[src/rtl/fp8_e4m3_decode.sv]
// FP8 E4M3 to signed Q8.8 converter with a serial left-shift normaliser.
// Optional macro FP8_DEC_SUBNORM_EN decodes subnormals instead of flushing them to zero.
module fp8_e4m3_decode (
  input  logic        clk,
  input  logic        rst_n,
  input  logic        in_valid,
  output logic        in_ready,
  input  logic [7:0]  in_data,
  output logic        out_valid,
  input  logic        out_ready,
  output logic [15:0] out_data,
  output logic        out_nan,
  output logic        out_sat
);

  typedef enum logic [1:0] {IDLE, SHIFT, DONE} state_t;

  state_t      state;
  logic [14:0] mag;
  logic        sign;
  logic [3:0]  cnt;

  logic [3:0]  exp_f;
  logic [2:0]  man;
  logic [14:0] dec_mag;
  logic [3:0]  dec_cnt;
  logic        dec_nan;
  logic        dec_sat;
  logic [14:0] mag_shl;

  assign exp_f   = in_data[6:3];
  assign man     = in_data[2:0];
  assign mag_shl = {mag[13:0], 1'b0};

  // Gating with rst_n keeps in_ready low during reset and high right after release.
  assign in_ready = rst_n && (state == IDLE);

  // Q8.8 magnitude is {1,mmm} * 2^(e-2); exponents below 2 need a right shift instead.
  always_comb begin
    dec_mag = '0;
    dec_cnt = '0;
    dec_nan = 1'b0;
    dec_sat = 1'b0;
    if (in_data[6:0] == 7'h7F) begin
      dec_nan = 1'b1;
    end else if (exp_f >= 4'd14) begin
      dec_sat = 1'b1;
      dec_mag = 15'h7FFF;
    end else if (exp_f >= 4'd2) begin
      dec_mag = {11'd0, 1'b1, man};
      dec_cnt = exp_f - 4'd2;
    end else if (exp_f == 4'd1) begin
      dec_mag = {12'd0, 1'b1, man[2:1]};
    end else begin
`ifdef FP8_DEC_SUBNORM_EN
      dec_mag = {13'd0, man[2:1]};
`else
      dec_mag = '0;
`endif
    end
  end

  function automatic logic [15:0] apply_sign(input logic s, input logic [14:0] m);
    return s ? (16'd0 - {1'b0, m}) : {1'b0, m};
  endfunction

  always_ff @(posedge clk or negedge rst_n) begin
    if (!rst_n) begin
      state     <= IDLE;
      mag       <= '0;
      sign      <= 1'b0;
      cnt       <= '0;
      out_valid <= 1'b0;
      out_data  <= '0;
      out_nan   <= 1'b0;
      out_sat   <= 1'b0;
    end else begin
      case (state)
        IDLE: begin
          if (in_valid) begin
            sign <= in_data[7];
            if (dec_cnt == 4'd0) begin
              state     <= DONE;
              out_data  <= apply_sign(in_data[7], dec_mag);
              out_nan   <= dec_nan;
              out_sat   <= dec_sat;
              out_valid <= 1'b1;
            end else begin
              state <= SHIFT;
              mag   <= dec_mag;
              cnt   <= dec_cnt;
            end
          end
        end
        SHIFT: begin
          mag <= mag_shl;
          cnt <= cnt - 4'd1;
          // The final shift lands directly in the output register.
          if (cnt == 4'd1) begin
            state     <= DONE;
            out_data  <= apply_sign(sign, mag_shl);
            out_nan   <= 1'b0;
            out_sat   <= 1'b0;
            out_valid <= 1'b1;
          end
        end
        DONE: begin
          if (out_ready) begin
            state     <= IDLE;
            out_valid <= 1'b0;
          end
        end
        default: state <= IDLE;
      endcase
    end
  end

endmodule

[config.mk]
export PLATFORM = sky130hd
export DESIGN_NAME = fp8_e4m3_decode
export DESIGN_NICKNAME = d
export VERILOG_FILES = /design/src/rtl/fp8_e4m3_decode.sv
export SDC_FILE = /design/constraint.sdc
export NUM_CORES = 1
export LEC_CHECK = 0
export ABC_AREA = 1
export CORE_MARGIN = 4
export CORE_UTILIZATION = 50
export CTS_CLUSTER_DIAMETER = 100
export CTS_CLUSTER_SIZE = 30
export DETAILED_ROUTE_END_ITERATION = 10
export DONT_BUFFER_PORTS = 1
export SKIP_CTS_REPAIR_TIMING = 1
export SLEW_MARGIN = 30
export SYNTH_ARGS = -nofsm -noshare
export SYNTH_HDL_FRONTEND = slang
export SYNTH_SLANG_ARGS = --single-unit
[constraint.sdc]
create_clock -name clk -period 2.17 [get_ports clk]
set_input_delay 0.5425 -clock clk [delete_from_list [all_inputs] [get_ports clk]]
set_output_delay 0.5425 -clock clk [all_outputs]
set_load 0.02 [all_outputs]
# After elaboration in Yosys (flattened, before gate mapping)
# Index checks and enable logic that the tools add are counted.
[word_totals] register_bits=40 inputBits=12 wordCells=73
[op_classes] addsub=4 magnitude_cmp=2 n_eq_ne=10 muxes=39 reduce_logical=10
[ops] operator="two-way mux 16 bit" count=5
[ops] operator="one-hot mux 16 bit (2 select lines)" count=1
[ops] operator="subtractor 1 x 15 -> 16 bit, first input constant" count=2
[ops] operator="two-way mux 15 bit" count=2
[ops] operator="two-way mux 14 bit" count=2
[ops] operator="one-hot mux 14 bit (2 select lines)" count=1
[ops] operator="two-way mux 4 bit" count=6
[ops] operator="two-way mux 1 bit" count=12
[ops] operator="equality test 4 x 1 -> 1 bit, second input constant" count=2
[ops] operator="two-way mux 2 bit" count=4
[ops] operator="inequality test 2 bit, second input constant" count=4
[ops] operator="one-hot mux 4 bit (2 select lines)" count=1
[ops] operator="equality test 7 bit, second input constant" count=1
[ops] operator="one-hot mux 2 bit (3 select lines)" count=1
[ops] operator="AND reduction 3 bit" count=2
[ops] operator="AND reduction 5 bit" count=1
[ops] operator="greater-or-equal comparator 4 x 2 -> 1 bit, second input constant" count=1
[ops] operator="greater-or-equal comparator 4 bit, second input constant" count=1
[ops] operator="logical NOT 4 bit" count=1
[ops] operator="one-hot mux 1 bit (2 select lines)" count=2
[ops] operator="AND reduction 4 bit" count=1
[ops] operator="subtractor 4 x 1 -> 4 bit, second input constant" count=1
[ops] operator="subtractor 4 x 2 -> 4 bit, second input constant" count=1
[ops] operator="two-way mux 3 bit" count=1
[ops] operator="other kinds (9)" count=9

# Depth between registers and ports, before layout
[depth] depth_word=10 mapped_depth=17 depth_no_buf=17

# Worst setup path before layout
# No wires, ideal clock.
[synth_timing] path_kind="input to register" start="in in_data[5]" end="reg out_data[4]" setup_time_ps=65 t_arrival_ps=2047 path_slack_ps=58 cell_stages=15 cell_sequence="inv_1 > ha_1 > nand2_1 > nand3_2 > nand2_1 > nand3_1 > nand2_1 > ha_1 > nand2_1 > ha_1 > o21ai_0 > nand2_1 > nand2_1 > nand2_1 > nand2_1"
[synth_via] elab_chain_cells=10 elab_cells_between_ends=20
[synth_lines] item="start: declaration" line="8" text="input logic [7:0] in_data,"
[synth_lines] item="branches (longest 10 deep; another with subtractor 1 x 15 -> 16 bit)"
[synth_lines] item="end signal: assignment" line="84" text="out_data <= apply_sign(in_data[7], dec_mag);"
[synth_lines] item="end signal: assignment" line="101" text="out_data <= apply_sign(sign, mag_shl);"
[synth_lines] item="end: declaration" line="11" text="output logic [15:0] out_data,"
# Parallel ways; which one is timed is not known. The select of a mux whose other input is x is not followed.
# A chain may end at the register's enable or synchronous reset.

# Worst setup path after layout
[layout_timing] start="reg state[1]" end="out in_ready"
[layout_via] elab_chain_cells=2
[layout_lines] item="start: declaration" line="18" text="state_t state;"
[layout_lines] item="start signal: assignment" line="69" text="state <= IDLE;"
[layout_lines] item="start signal: assignment" line="83" text="state <= DONE;"
[layout_lines] item="start signal: assignment" line="89" text="state <= SHIFT;"
[layout_lines] item="logical NOT 2 bit" line="36" text="assign in_ready = rst_n && (state == IDLE);"
[layout_lines] item="logical AND 1 bit" line="36"
[layout_lines] item="end: declaration" line="7" text="output logic in_ready,"
# Every way passes these cells.

==> summary.md <==
| Metric | Value |
|---|---|
| Outcome | finished, final reports clean |
| Via-to-Cell Ratio | 5.29 |
| N_diodes | 0 |
| Area growth from synthesis to layout | 9.78% |
| Gr ovfl total | 0 |
| DP Area | ~2800 sq um |
| RSZ-0062 raised after global routing | false |
| XOR/XNOR Fraction of Synth Area | 1.65% |
| Crit path kind | reg2out |
| Post-Synthesis Cells | 362 |
| Routed WL | 6140 um |
| Count of filler cells inserted in the layout | 496 |
| Root buffer cell | clkbuf_8 |
| Die area | 6530 sq um |
| Post-synthesis simple-gate area fraction | 32.7% |
| FP Rows | 26 |
| Synth Cell Area | between 2000 and 3000 sq um |
| Worst Path Arrival | 1.50 ns |
| Final Critical Period | 2.04 ns |
| Mux cell area share after synthesis | 0% |
| Sequential area share after synthesis | a little under two fifths |
| Multi-input gate area | 1420 sq um |
| Largest area contributor in the netlist | dfrtp_1 |
| DR WL/cell | 13.8 um |
| Htree depth | 2 |
| Die width | 80.8 um |
| Starting Density | ~52% |
| Adder-cell share of the synthesized area | under 10% |
| Largest net degree at the start of global routing | 42 |
| Synth unique cells | 34 |
| PD cells | 1380 nW/um^2 |
| Core area | 5110 sq um |
| Top_reg_cell synth | dfrtp_1 |
| Synth area leaders | dfrtp_1 38%, nand2_1 16%, nand3_1 6.4%, ha_1 5.2%, inv_1 4.7% |
| Syn Area/Cell | approximately 7.3 sq um |
| Via count | between 2000 and 2500 |
| Worst-margin pin slew | 0.478 ns |
| HP Class | in2async |
| First-pass GRT wire length | 10500 um |
| Layout cells sized above 1 | 14.2% |
| Worst Skew | 0.00532 ns |
| Relative slew slack | 68.0% |
| Clk buf depth | 2 |
| First-pass DRT Iterations | 4 |
| Final max-slew violation count | 0 |
| Worst vdd ir | 0.751 mV |
| Largest family of logic cells by synthesized area | simple AND/OR/NAND/NOR gates |
| Leak | around 1.5 nW |
| Worst Setup End Kind | output pin |
| GR Util All Layers | 20.3% |
| Reg area | 1000 sq um |
| Min Hold Slack | 0.0813 ns |
| IO Count | 32 |
| Ys Warns | 0 |
| Post-route clock period utilization | 94.2% |
| #FFs+latches synth | 40 |
| Vias in the first global route | 2145 |
| Design area | around 2900 sq um |
| RD Place Congestion | 0.859 |
| CTS tree | built |
| Die extent in y | ~81 um |
| Max Clock Freq | a little under 500 MHz |
| Post-synthesis compound-gate area fraction | 14.2% |
| Reg clk slew, reported paths | about 0.070 ns |
| DP Wirelength | between 4000 and 5000 um |
| Final hold vios | 0 |
| Post-synth ARST share | 100% |
| Nets | roughly 400 |
| Nature of the critical path startpoint | flop |
| Setup Viol. Count Final | 0 |
| TritonCTS Buffers | 5 |
| Post-synth top area share | between 30% and 40% |
| Clk sink count | 40 |
| Max_cap viols | 0 |
| Total power | 4.01 mW |
| CP Data Required Time | 1.63 ns |
| Post-synth EDFFs | 0 |
| Port Buf Inserts | 0 |
| Initial antenna violation count | 0 |
| Initial DRC Count | 161 |
| # DRC | 0 |
| Worst Path Max Fanout | 5 |
| Post-DRT Antenna Nets | 0 |
| Syn_nets | 385 |
| Worst-skew pair later-pin latency | 0.29 ns |
## sequential cells by signal, indices dropped and copies added, names as in the netlist
name / cells
mag: 14
sign: 1
out_valid: 1
out_nan: 1
state: 2
cnt: 4
out_data: 16
out_sat: 1
## kinds of logic after synthesis
| group | after synthesis |
|---|---|
| XOR/XNOR | 5 |
| AND/OR/NAND/NOR | 197 |
| AO/OA/AOI/OAI | 57 |
| buffers and inverters | 52 |
| flip-flops | 40 |
| adder cells (fa/ha/maj) | 11 |
## path summary, 6_finish.rpt
path	start	end	slack, ns	depth (start not counted)
max	state[1]	in_ready	0.13	3
min	rst_n	out_data[3]	0.08	1
max reg2reg	mag[1]	out_data[15]	0.34	9
min reg2reg	mag[0]	mag[0]	0.49	2
max in group asynchronous	rst_n	mag[13]	1.89	1
min in group clk	in_valid	sign	0.35	1
## cell usage after synthesis, types with 2 or more instances
library cell  count
or2_2             3
o22ai_2           8
dfrtp_1          40
buf_6             3
inv_1            33
o21ai_0          16
nand2_4           2
clkbuf_1          6
inv_2             5
ha_1             11
buf_2             2
nand2_1         115
o21ai_2           3
nand4_1           7
o31ai_1           2
a31oi_1           5
nand2_2           3
nor3_1            3
a21oi_1           8
o22ai_1           2
nand3_1          34
o21ai_1          11
nor2_1           25
xor2_1            5
## metrics by stage
step / worst slack [ns] / util (%) / setup TNS, ns / cells
floorplan: 0.0582 / - / 0 / 362
global placement: 0.00222 / 54.6 / 0 / 435
detailed placement: -0.0400 / 54.6 / -0.0992 / 435
CTS: 0.140 / 56.4 / 0 / 443
global route: 0.0274 / 56.9 / 0 / 444
finish: 0.126 / 56.9 / 0 / 444
## layout make-up
cell class              count  share of cell area [%]
clock buffers               6                    2.84
clock inverters             2                   0.344
inverters                  41                    5.42
multi-input cells         270                    49.0
flip-flops and latches     40                    34.4
well taps                  70                    3.01
repair buffers             15                    4.99
## critical path, cell delays in order, from the launching register on
cell,delay [ns]
dfrtp_1,0.42
nor2_1,0.36
inv_1,0.10
nor2_1,0.33
## layout by cell type (no fill, tap or decap), types with 2 or more instances in the layout
master | Yosys | routed
nand4_1 | 7 | 7
o21ai_2 | 3 | 3
nand3_1 | 34 | 34
a21oi_1 | 8 | 8
clkinv_2 | 1 | 3
ha_1 | 11 | 11
nand2_1 | 115 | 115
xor2_1 | 5 | 5
a31oi_1 | 5 | 5
or2_2 | 3 | 3
o21ai_0 | 16 | 16
nand2_2 | 3 | 3
dfrtp_1 | 40 | 40
nor3_1 | 3 | 3
clkbuf_8 | 0 | 6
o22ai_1 | 2 | 2
o31ai_1 | 2 | 2
o22ai_2 | 8 | 8
o21ai_1 | 11 | 11
nor2_1 | 25 | 25
nand2_4 | 2 | 2
buf_4 | 0 | 13
inv_1 | 33 | 33
inv_2 | 5 | 5
## per-layer routing
layer	global-route usage [%]	routed length, um	up-vias
met5	0	0	-
met4	4.90	51	0
met3	3.88	330	5
met2	29.9	2590	57
met1	30.7	3170	1084
li1	-	-	1201
## report_power, final
part | internal (mW) | switching (mW) | leakage, nW | total, mW
Sequential | 1.05 | 0.399 | 0.511 | 1.45
Combinational | 0.716 | 1.35 | 0.942 | 2.06
Clock | 0.254 | 0.251 | 0.0510 | 0.505
Total | 2.02 | 2.00 | 1.50 | 4.01
Note: power is estimated with default switching activity, not from simulation.
